**config.mk**
```make
export PLATFORM = sky130hd
export DESIGN_NAME = vrf_wport_arbiter
export DESIGN_NICKNAME = d
export VERILOG_FILES = /design/src/rtl/vrf_pkg.sv /design/src/rtl/vrf_rr_picker.sv /design/src/rtl/vrf_wport_arbiter.sv
export SDC_FILE = /design/constraint.sdc
export NUM_CORES = 2
export LEC_CHECK = 0
export BUFFER_PORTS_ARGS = -buffer_cell sky130_fd_sc_hd__buf_2
export CORE_UTILIZATION = 24
export DETAILED_ROUTE_END_ITERATION = 6
export PLACE_DENSITY = 0.5
export SYNTH_ARGS = -nofsm -noshare
export SYNTH_HDL_FRONTEND = slang
export SYNTH_SLANG_ARGS = --single-unit
export TNS_END_PERCENT = 50
```
**constraint.sdc**
```tcl
create_clock -name clk -period 14 [get_ports clk]
set_input_delay 2.8 -clock clk [delete_from_list [all_inputs] [get_ports clk]]
set_output_delay 2.8 -clock clk [all_outputs]
set_load 0.005 [all_outputs]
```
**src/rtl/vrf_pkg.sv**
```systemverilog
// Shared sizing helpers, defaults and the write-request record for the lane
// VRF write path.
package vrf_pkg;

  localparam int DEF_MEM_DEPTH = 512;
  localparam int DEF_MEM_WIDTH = 32;
  localparam int DEF_WR_LAT    = 2;

  // Address width for a VRF of the given depth (at least one bit).
  function automatic int calc_aw(input int depth);
    return (depth > 1) ? $clog2(depth) : 1;
  endfunction

  // Byte-enable count for the given data width (at least one lane).
  function automatic int calc_nb(input int width);
    return ((width / 8) > 0) ? (width / 8) : 1;
  endfunction

  // Index width able to address n entries (at least one bit).
  function automatic int idx_w(input int n);
    return (n > 1) ? $clog2(n) : 1;
  endfunction

  localparam int DEF_AW = calc_aw(DEF_MEM_DEPTH);
  localparam int DEF_NB = calc_nb(DEF_MEM_WIDTH);

  // One write request as seen by a VRF write port in the default geometry.
  typedef struct packed {
    logic [DEF_AW-1:0]        waddr;
    logic [DEF_NB-1:0]        bwe;
    logic [DEF_MEM_WIDTH-1:0] din;
  } wport_req_t;

endpackage

```
**src/rtl/vrf_rr_picker.sv**
```systemverilog
// Rotating-priority picker: visits requesters from rr_ptr onward, grants up
// to W_PORTS_NUM of them, and defers any whose address is already granted in
// the same cycle. Purely combinational.
module vrf_rr_picker
  import vrf_pkg::*;
#(
  parameter int N_REQ       = 6,
  parameter int W_PORTS_NUM = 4,
  parameter int AW          = 9,
  localparam int IW         = idx_w(N_REQ),
  localparam int PW         = idx_w(W_PORTS_NUM)
) (
  input  logic                     en,
  input  logic [N_REQ-1:0]         valid,
  input  logic [N_REQ-1:0][AW-1:0] waddr,
  input  logic [IW-1:0]            rr_ptr,
  output logic [N_REQ-1:0]         grant,
  output logic [N_REQ-1:0][PW-1:0] port_idx,
  output logic                     clash,
  output logic [IW-1:0]            next_ptr
);

  logic [AW-1:0] taken_s [W_PORTS_NUM];
  int            cnt_s;
  logic [IW-1:0] idx_s;
  logic [IW-1:0] last_s;
  logic [IW-1:0] clash_idx_s;
  logic          any_grant_s;
  logic          match_s;

  // Requester index base+ofs modulo N_REQ; base < N_REQ and ofs <= N_REQ.
  function automatic logic [IW-1:0] wrap_idx(input int base, input int ofs);
    int sum;
    sum = base + ofs;
    if (sum >= N_REQ) begin
      sum = sum - N_REQ;
    end else begin
      sum = sum;
    end
    return IW'(sum);
  endfunction

  // Scan requesters in rotated order, granting ports and recording clashes.
  always_comb begin
    grant       = '0;
    port_idx    = '0;
    clash       = 1'b0;
    next_ptr    = rr_ptr;
    cnt_s       = 0;
    idx_s       = rr_ptr;
    last_s      = rr_ptr;
    clash_idx_s = rr_ptr;
    any_grant_s = 1'b0;
    match_s     = 1'b0;
    for (int j = 0; j < W_PORTS_NUM; j++) begin
      taken_s[j] = '0;
    end
    for (int i = 0; i < N_REQ; i++) begin
      idx_s   = wrap_idx(int'(rr_ptr), i);
      match_s = 1'b0;
      for (int j = 0; j < W_PORTS_NUM; j++) begin
        match_s = match_s | ((j < cnt_s) && (taken_s[j] == waddr[idx_s]));
      end
      if (en && valid[idx_s] && (cnt_s < W_PORTS_NUM)) begin
        if (match_s) begin
          // Only the first deferred requester steers the pointer.
          if (!clash) begin
            clash_idx_s = idx_s;
          end else begin
            clash_idx_s = clash_idx_s;
          end
          clash = 1'b1;
        end else begin
          grant[idx_s]    = 1'b1;
          port_idx[idx_s] = PW'(cnt_s);
          for (int j = 0; j < W_PORTS_NUM; j++) begin
            taken_s[j] = (j == cnt_s) ? waddr[idx_s] : taken_s[j];
          end
          cnt_s       = cnt_s + 1;
          last_s      = idx_s;
          any_grant_s = 1'b1;
        end
      end else begin
        cnt_s = cnt_s;
      end
    end
    // A deferred requester gets first pick next cycle; otherwise rotate past
    // the last winner; with no grants the pointer stays put.
    if (clash) begin
      next_ptr = clash_idx_s;
    end else if (any_grant_s) begin
      next_ptr = wrap_idx(int'(last_s), 1);
    end else begin
      next_ptr = rr_ptr;
    end
  end

endmodule

```
**src/rtl/vrf_wport_arbiter.sv**
```systemverilog
// Lane VRF write-port arbiter: shares W_PORTS_NUM registered write ports
// among N_REQ requesters and flags reads that hit writes still in flight.
module vrf_wport_arbiter
  import vrf_pkg::*;
#(
  parameter int N_REQ       = 6,
  parameter int W_PORTS_NUM = 4,
  parameter int MEM_DEPTH   = DEF_MEM_DEPTH,
  parameter int MEM_WIDTH   = DEF_MEM_WIDTH,
  parameter int WR_LAT      = DEF_WR_LAT,
  parameter int HZ_PORTS    = 8,
  localparam int AW         = calc_aw(MEM_DEPTH),
  localparam int NB         = calc_nb(MEM_WIDTH),
  localparam int IW         = idx_w(N_REQ),
  localparam int PW         = idx_w(W_PORTS_NUM)
) (
  input  logic                                 clk,
  input  logic                                 rstn,
  input  logic                                 stall_i,
  input  logic [N_REQ-1:0]                     req_valid_i,
  output logic [N_REQ-1:0]                     req_ready_o,
  input  logic [N_REQ-1:0][AW-1:0]             req_waddr_i,
  input  logic [N_REQ-1:0][NB-1:0]             req_bwe_i,
  input  logic [N_REQ-1:0][MEM_WIDTH-1:0]      req_din_i,
  output logic [W_PORTS_NUM-1:0][AW-1:0]       waddr_o,
  output logic [W_PORTS_NUM-1:0][NB-1:0]       bwe_o,
  output logic [W_PORTS_NUM-1:0][MEM_WIDTH-1:0] din_o,
  input  logic [HZ_PORTS-1:0][AW-1:0]          hz_raddr_i,
  output logic [HZ_PORTS-1:0]                  hz_hit_o,
  output logic                                 conflict_o
);

  logic                               en_s;
  logic [N_REQ-1:0]                   grant_s;
  logic [N_REQ-1:0][PW-1:0]           port_idx_s;
  logic                               clash_s;
  logic [IW-1:0]                      next_ptr_s;
  logic [IW-1:0]                      rr_ptr_r;

  logic                               pick_s;
  logic [W_PORTS_NUM-1:0]             sel_vld_s;
  logic [W_PORTS_NUM-1:0][AW-1:0]     sel_addr_s;
  logic [W_PORTS_NUM-1:0][NB-1:0]     sel_bwe_s;
  logic [W_PORTS_NUM-1:0][MEM_WIDTH-1:0] sel_din_s;

  logic [W_PORTS_NUM-1:0][AW-1:0]     waddr_r;
  logic [W_PORTS_NUM-1:0][NB-1:0]     bwe_r;
  logic [W_PORTS_NUM-1:0][MEM_WIDTH-1:0] din_r;
  logic                               conflict_r;

  // Scoreboard stage s holds the grants made s+1 cycles ago; the current
  // cycle's grants come straight from the port mux.
  logic [W_PORTS_NUM-1:0]             sb_vld_r  [WR_LAT];
  logic [W_PORTS_NUM-1:0][AW-1:0]     sb_addr_r [WR_LAT];
  logic                               hit_s;

  // Nothing is granted while in reset or stalled.
  assign en_s        = rstn & ~stall_i;
  assign req_ready_o = grant_s;

  vrf_rr_picker #(
    .N_REQ       (N_REQ),
    .W_PORTS_NUM (W_PORTS_NUM),
    .AW          (AW)
  ) u_picker (
    .en       (en_s),
    .valid    (req_valid_i),
    .waddr    (req_waddr_i),
    .rr_ptr   (rr_ptr_r),
    .grant    (grant_s),
    .port_idx (port_idx_s),
    .clash    (clash_s),
    .next_ptr (next_ptr_s)
  );

  // Steer each granted request onto the port chosen by the picker.
  always_comb begin
    pick_s     = 1'b0;
    sel_vld_s  = '0;
    sel_addr_s = '0;
    sel_bwe_s  = '0;
    sel_din_s  = '0;
    for (int k = 0; k < W_PORTS_NUM; k++) begin
      for (int i = 0; i < N_REQ; i++) begin
        pick_s        = grant_s[i] && (port_idx_s[i] == PW'(k));
        sel_vld_s[k]  = sel_vld_s[k] | pick_s;
        sel_addr_s[k] = sel_addr_s[k] | ({AW{pick_s}} & req_waddr_i[i]);
        sel_bwe_s[k]  = sel_bwe_s[k] | ({NB{pick_s}} & req_bwe_i[i]);
        sel_din_s[k]  = sel_din_s[k] | ({MEM_WIDTH{pick_s}} & req_din_i[i]);
      end
    end
  end

  // Round-robin pointer register.
  always_ff @(posedge clk) begin
    if (!rstn) begin
      rr_ptr_r <= '0;
    end else begin
      rr_ptr_r <= next_ptr_s;
    end
  end

  // Port output registers; idle ports drop bwe and keep address/data.
  always_ff @(posedge clk) begin
    if (!rstn) begin
      waddr_r    <= '0;
      bwe_r      <= '0;
      din_r      <= '0;
      conflict_r <= 1'b0;
    end else begin
      conflict_r <= clash_s;
      for (int k = 0; k < W_PORTS_NUM; k++) begin
        bwe_r[k] <= sel_vld_s[k] ? sel_bwe_s[k] : '0;
        if (sel_vld_s[k]) begin
          waddr_r[k] <= sel_addr_s[k];
          din_r[k]   <= sel_din_s[k];
        end
      end
    end
  end

  // In-flight scoreboard: shift each cycle's grants down the pipeline.
  always_ff @(posedge clk) begin
    if (!rstn) begin
      for (int s = 0; s < WR_LAT; s++) begin
        sb_vld_r[s]  <= '0;
        sb_addr_r[s] <= '0;
      end
    end else begin
      sb_vld_r[0]  <= sel_vld_s;
      sb_addr_r[0] <= sel_addr_s;
      for (int s = 1; s < WR_LAT; s++) begin
        sb_vld_r[s]  <= sb_vld_r[s-1];
        sb_addr_r[s] <= sb_addr_r[s-1];
      end
    end
  end

  // Hazard compare against this cycle's grants and every scoreboard stage.
  always_comb begin
    hit_s    = 1'b0;
    hz_hit_o = '0;
    for (int h = 0; h < HZ_PORTS; h++) begin
      hit_s = 1'b0;
      for (int k = 0; k < W_PORTS_NUM; k++) begin
        hit_s = hit_s | (sel_vld_s[k] && (sel_addr_s[k] == hz_raddr_i[h]));
        for (int s = 0; s < WR_LAT; s++) begin
          hit_s = hit_s | (sb_vld_r[s][k] && (sb_addr_r[s][k] == hz_raddr_i[h]));
        end
      end
      hz_hit_o[h] = hit_s;
    end
  end

  assign waddr_o    = waddr_r;
  assign bwe_o      = bwe_r;
  assign din_o      = din_r;
  assign conflict_o = conflict_r;

endmodule
```
======== Word level (Yosys, flattened, before mapping) ========
Memory sizes are Yosys's and may differ from the RTL's.
Cells that the tools add are included.
storage, ports and cells
  bits in registers ....................... 184
  latch bits .............................. 0
  RAM bits ................................ 80
  bits in read-only memories .............. 0
  output and inout bits ................... 195
  logic and storage cells ................. 828
  memories ................................ 2
memories
  name       depth  width  read ports  clocked after Yosys merged registers in  wr ports  line                     RTL
  sb_addr_r  2      36     2           0                                        2         vrf_wport_arbiter.sv:54  logic [W_PORTS_NUM-1:0][AW-1:0] sb_addr_r [WR_LAT];
  sb_vld_r   2      4      2           0                                        2         vrf_wport_arbiter.sv:53  logic [W_PORTS_NUM-1:0] sb_vld_r [WR_LAT];
operators by class
  add/subtract/negate cells ............... 17
  multiply operators ...................... 0
  div/mod/pow operators ................... 0
  order comparisons ....................... 44
  equality and inequality tests ........... 146
  shift-type cells ........................ 0
  muxes and demuxes ....................... 166
  bitwise logic cells ..................... 267
  reductions and logical operators ........ 172
operators by type and width
  kind                     count
  $eq A9 B9 Y1             116
  $and A32 B32 Y32         24
  $or A32 B32 Y32          20
  $mux W36                 11
  $lt A3 B32 Y1 const A    8
  $mux W32                 8
  $and A9 B9 Y9            24
  $mux W9                  22
  $eq A3 B32 Y1 const A    6
  $or A9 B9 Y9             20
  $bmux W9 S3              6
  $logic_and A1 B1 Y1      157
  $logic_not A32 Y1        4
  $lt A1 B32 Y1 const A    4
  $lt A2 B32 Y1 const A    4
  $lt A32 B4 Y1 const B    4
  $or A1 B1 Y1             127
  $mux W12                 10
  $mux W3                  34
  $add A32 B2 Y32 const B  3
  $and A4 B4 Y4            24
  $eq A2 B32 Y1 const A    3
  $or A4 B4 Y4             20
  $mux W6                  11
  other kinds (31)         142

======== Depth between registers and ports, before layout ========
  depth after elaboration ................. 62
  gate-level depth with buffers ........... 59
  gate-level depth less buffers ........... 43

======== By module ========
Synthesis repeated with hierarchy kept, for this count alone.
unflattened totals
  cells, all modules ...................... 4223
  area total of the unflattened synthesis .. 32488.7 um^2
by module, submodules not included
  module             times used  cells each  area an instance (um^2)  sequential area each (um^2)
  vrf_wport_arbiter  1           2974        24169.4                  5285.1
  vrf_rr_picker      1           1249        8319.2                   0.0

======== Worst setup path after synthesis ========
OpenSTA, ideal clock, no wires.
  path kind ............................... input to output
  from .................................... input port req_waddr_i[3] in the netlist's numbering
  to ...................................... output port hz_hit_o[7]
  arrival time ............................ 12.136 ns
  required time ........................... 11.200 ns
  setup slack ............................. -0.936 ns
  cell stages on the path ................. 43
  path through ............................ clkbuf_1 -> mux4_2 -> a22oi_2 -> nor2_1 -> a2111o_1 -> a211o_1 -> nor4_1 -> a21oi_1 -> nand2b_1 -> clkbuf_1 -> xor2_1 -> inv_1 -> ha_1 -> inv_1 -> ha_1 -> a211oi_1 -> nand4_1 -> a221oi_2 -> [... 7 more ...] -> buf_2 -> a21boi_4 -> buf_4 -> nand3_1 -> a21o_1 -> a2111oi_2 -> nand4_1 -> nand4_1 -> mux2i_1 -> clkbuf_1 -> a22oi_1 -> nand3_1 -> buf_4 -> xnor2_1 -> nand4_1 -> nor3_1 -> or3_1 -> buf_4
on the way
  cells in the longest elaborated chain, start to end .. 59
RTL lines
  element                                      line                      RTL
  start: declaration                           vrf_wport_arbiter.sv:22   input logic [N_REQ-1:0][AW-1:0] req_waddr_i,
  $bmux W9 S3                                  n/a
  $mux W9                                      n/a
  $mux W36                                     vrf_rr_picker.sv:64       if (en && valid[idx_s] && (cnt_s < W_PORTS_NUM)) begin
  $eq A9 B9 Y1                                 vrf_rr_picker.sv:62       match_s = match_s | ((j < cnt_s) && (taken_s[j] == waddr[idx_s]));
  $logic_and A1 B1 Y1                          vrf_rr_picker.sv:62
  $or A1 B1 Y1 (3 in a row)                    vrf_rr_picker.sv:62
  $mux W32 / $mux W36 (equally long branches)  vrf_rr_picker.sv:65       if (match_s) begin
  $mux W32 / $mux W36 (equally long branches)  vrf_rr_picker.sv:64
  [... 37 more ...]                            n/a
  $logic_and A1 B1 Y1                          vrf_wport_arbiter.sv:146  hit_s = hit_s | (sel_vld_s[k] && (sel_addr_s[k] == hz_raddr_i[h]));
  $or A1 B1 Y1 (2 in a row)                    vrf_wport_arbiter.sv:148  hit_s = hit_s | (sb_vld_r[s][k] && (sb_addr_r[s][k] == hz_raddr_i[h]));
  $or A1 B1 Y1                                 vrf_wport_arbiter.sv:146
  $or A1 B1 Y1 (2 in a row)                    vrf_wport_arbiter.sv:148
  $or A1 B1 Y1                                 vrf_wport_arbiter.sv:146
  $or A1 B1 Y1 (2 in a row)                    vrf_wport_arbiter.sv:148
  $or A1 B1 Y1 *                               vrf_wport_arbiter.sv:146
  $or A1 B1 Y1 * (2 in a row)                  vrf_wport_arbiter.sv:148
  end: declaration                             vrf_wport_arbiter.sv:29   output logic [HZ_PORTS-1:0] hz_hit_o,
Mark *: on every way between the ends. The rest lies on a longest branch, timed or not. The select of a mux whose other input is x is not followed.

======== Final worst setup path ========
  from .................................... input port req_valid_i[2]
  to ...................................... output port hz_hit_o[6]
on the way
  cells in the longest elaborated chain, start to end .. 60
RTL lines
  element                                              line                      RTL
  start: declaration                                   vrf_wport_arbiter.sv:20   input logic [N_REQ-1:0] req_valid_i,
  $bmux W1 S3                                          vrf_rr_picker.sv:64
  $mux W1 (implied by the code)                        vrf_rr_picker.sv:64
  $logic_and A1 B1 Y1                                  vrf_rr_picker.sv:64
  $mux W36 / $mux W1 (equally long branches)           vrf_rr_picker.sv:64
  $eq A9 B9 Y1 / $lt A1 B1 Y1 (equally long branches)  vrf_rr_picker.sv:62
  $logic_and A1 B1 Y1                                  vrf_rr_picker.sv:62
  $or A1 B1 Y1 (3 in a row)                            vrf_rr_picker.sv:62
  $mux W32 / $mux W36 (equally long branches)          vrf_rr_picker.sv:65
  [... 38 more ...]                                    n/a
  $logic_and A1 B1 Y1                                  vrf_wport_arbiter.sv:146
  $or A1 B1 Y1 (2 in a row)                            vrf_wport_arbiter.sv:148
  $or A1 B1 Y1                                         vrf_wport_arbiter.sv:146
  $or A1 B1 Y1 (2 in a row)                            vrf_wport_arbiter.sv:148
  $or A1 B1 Y1                                         vrf_wport_arbiter.sv:146
  $or A1 B1 Y1 (2 in a row)                            vrf_wport_arbiter.sv:148
  $or A1 B1 Y1 *                                       vrf_wport_arbiter.sv:146
  $or A1 B1 Y1 * (2 in a row)                          vrf_wport_arbiter.sv:148
Marks and branches as above.

==> impl_results.md <==
- CTS tree: done
- Critical Path Sink: hz_hit_o[6]
- Final Core Density: 33.0%
- Max transition margin: 30.9%
- IO buf count: 545
- Clk_skew: 0.0329 ns
- Core area: 134000 um^2
- Final ANT Viol Nets: 0
- Yosys reg bits: 264
- Setup WS pre-CTS: -1.33 ns
- FILL cells: 14243
- CTS H-tree lvls: 2
- Total global-route track usage: 30.1%
- Worst setup startpoint: req_valid_i[2]
- Power, Total: 10.3 mW
- Die X: 369 um
- Leak: 18.5 nW
- Gate Count Post-Synth: 4259
- Routability cong.: 1.02
- DR vias/cell: 6.10
- CP arrival: 11.62 ns
- Reg2reg path depth: 49
- Worst Setup Start Kind: input port
- Most frequent CP cell: buf_4
- EDFF count, synth: 0
- Synthesis-to-layout area growth: 36.3%
- Top_reg_cell synth: dfxtp_1
- Sequential area share after synthesis: 16.3%
- Final worst slack: -0.418 ns
- # DRC: 156
- RSZ-0062 raised after global routing: yes
- Placed Instances: 6770
- R2R setup slack: 3.23 ns
- Initial core utilization: 24.2%
- Final WL: 217 mm
- First-pass GRT wire length: 301 mm
- CP max stage delay: 0.55 ns
- Clock Tree Root: clkbuf_16
- Number of global-route vias before repair: 40025
- Mapped cell area: 32300 um^2
- Critical path class: input port to primary output
- Failing checks: design-rule violations, negative setup slack
- DR vias: 42374
- Clk sinks: 264
- Total congestion overflow: 0
- Async S/R FF share, synth: 0%
- Worst-path clk slew: 0.06 ns
- Unique masters post-synth: 113
- Power Density: 234 nW/um^2
- Crit. End Element: primary output
- Site Rows: 134
- Fin crit period: 14.42 ns
- I/O Pins: 546
- Non-Filler Instances: 6946
- Least-Margin Pin Slew: 1.03 ns
- Antenna violations before repair: 38
- Outcome: finished with violations
- Max frequency: 69.4 MHz
- Die area: 136000 um^2
- Slowest-stage cell, CP: or4_4
- Pin count of the biggest net entering global routing: 129
- Yosys warning total: 0
- Class of the worst hold path: flop to flop
- Final Cycle Share: 103%
- Share of cells above drive strength 1: 31.1%
- Worst-Skew Late Latency: 0.57 ns
- CP Max Fanout: 6
- Syn avg cell area: 7.59 um^2
- Maxcap violations: 0
- CTS Buf Count: 35
- # setup viols final: 8
- DP Wirelength: 154 mm
- Final Max Slew Viols: 0
- Clk buf depth: 3
- Worst r2r src: rr_ptr_r[2]
- First drt pass iteration count: 7
- Register area: 5290 um^2
- WL/cell: 31.3 um
- Critical Path RT: 11.20 ns
- Die Ht: 369 um
- Final net count: 5492
- FF-to-FF End: din_o[6]
- Final Hold Fails: 0
- Area of the multi-input gates: 26300 um^2
- Peak VDD IR: 0.116 mV
- DR iter-0 viols: 6309
## placed cells by master, fill, tap and decap left out, types with 130 or more instances in the layout
cell	count
buf_2	537
a21oi_1	186
xnor2_1	284
buf_4	639
a22oi_1	357
nor2_1	214
xor2_1	616
nand4_1	130
nor4_1	160
nand2_1	229
dfxtp_1	263
## registers in the layout, summed over array words and instances (netlist names)
register,cells
bwe_o,16
conflict_o,1
din_o,128
waddr_o,36
sb_addr_r,72
rr_ptr_r,3
sb_vld_r,8
## stage by stage
stage | hold WS, ns | instance area (um^2) | setup TNS [ns]
global placement | 0.447 | 40900 | -8.84
global route | 0.476 | 44000 | -5.20
floorplan | 0.453 | 32500 | -0.0205
detailed placement | 0.448 | 40900 | -9.24
finish | 0.458 | 44100 | -2.73
CTS | 0.460 | 43100 | -3.06
## repair_timing
action / in CTS / in global routing
buffers inserted: 52 / 28
resized for setup: 135 / 119
setup endpoints to repair: 8 / 8
cloned: 4 / 2
hold endpoints to repair: 0 / 0
hold buffers: 0 / 0
pin swaps: 51 / 67
## kinds of logic (layout without fill, tap and decap cells)
family                     Yosys count  in the layout  share of synthesized area, %
buffers and inverters              506           1389                          6.38
AOI/OAI and AO/OA                 1252           1253                          27.9
adders and majority gates           18             18                         0.696
and+or+nand+nor                   1151           1151                          18.6
muxes                              159            162                          5.41
DFF                                264            264                          16.3
xor gates and xnor gates           908            908                          24.6
other                                1             33                        0.0116
## worst max-delay path: cells and delay by family
kind | cells | cell delay (ns)
adder cells (fa/ha/maj) | 1 | 0.17
AND/OR/NAND/NOR | 11 | 3.04
buffers and inverters | 13 | 1.94
multiplexers | 2 | 0.38
AO/OA/AOI/OAI | 15 | 3.25
## cell type report
cell class / instances / share of cell area (%)
timing repair buffer: 1256 / 19.7
inverter: 72 / 0.633
clock inverter: 13 / 0.380
antenna: 31 / 0.176
tap: 1768 / 5.02
sequential: 264 / 12.0
clock buffer: 48 / 2.31
multi-input combinational: 3494 / 59.8
## synthesized netlist by cell type (68+ instances only)
| cell type | number | area share, % |
|---|---|---|
| xor2_1 | 620 | 17 |
| a22oi_1 | 366 | 8.5 |
| xnor2_1 | 287 | 7.8 |
| dfxtp_1 | 264 | 16 |
| clkbuf_1 | 256 | 3.0 |
| nand2_1 | 237 | 2.8 |
| nor2_1 | 216 | 2.5 |
| a21oi_1 | 196 | 3.0 |
| nor4_1 | 182 | 3.5 |
| nand3_1 | 139 | 2.2 |
| nand4_1 | 130 | 2.5 |
| a31oi_1 | 113 | 2.2 |
| mux2i_1 | 111 | 3.4 |
| a22o_1 | 98 | 2.7 |
| o21ai_0 | 96 | 1.5 |
| a221oi_1 | 92 | 2.5 |
| buf_1 | 91 | 1.1 |
| buf_2 | 68 | 1.1 |
| inv_1 | 68 | 0.79 |
## report_power, final
part	switching, mW	internal (mW)	total [mW]
Sequential	0.332	0.971	1.30
Clock	0.399	0.566	0.965
Combinational	4.89	3.15	8.04
Total	5.62	4.68	10.3
## layer usage
metal / routed length [um] / vias up / GRT usage [%]
met2: 91600 / 3446 / 45.5
met1: 85800 / 20456 / 38.8
li1: - / 17629 / -
met5: 138 / - / 0
met3: 26200 / 819 / 8.16
met4: 13600 / 24 / 15.9
## worst min path at each step
stage | start | endpoint | slack [ns] | cells after the start
after CTS | waddr_o[27] | waddr_o[27] | 0.46 | 2
after global routing | waddr_o[27] | waddr_o[27] | 0.48 | 2
after detailed placement | waddr_o[25] | waddr_o[25] | 0.45 | 2
final | waddr_o[27] | waddr_o[27] | 0.46 | 2
after floorplan | waddr_o[16] | waddr_o[16] | 0.45 | 2
after global placement | waddr_o[27] | waddr_o[27] | 0.45 | 2
Note: power is estimated with default switching activity, not from simulation.
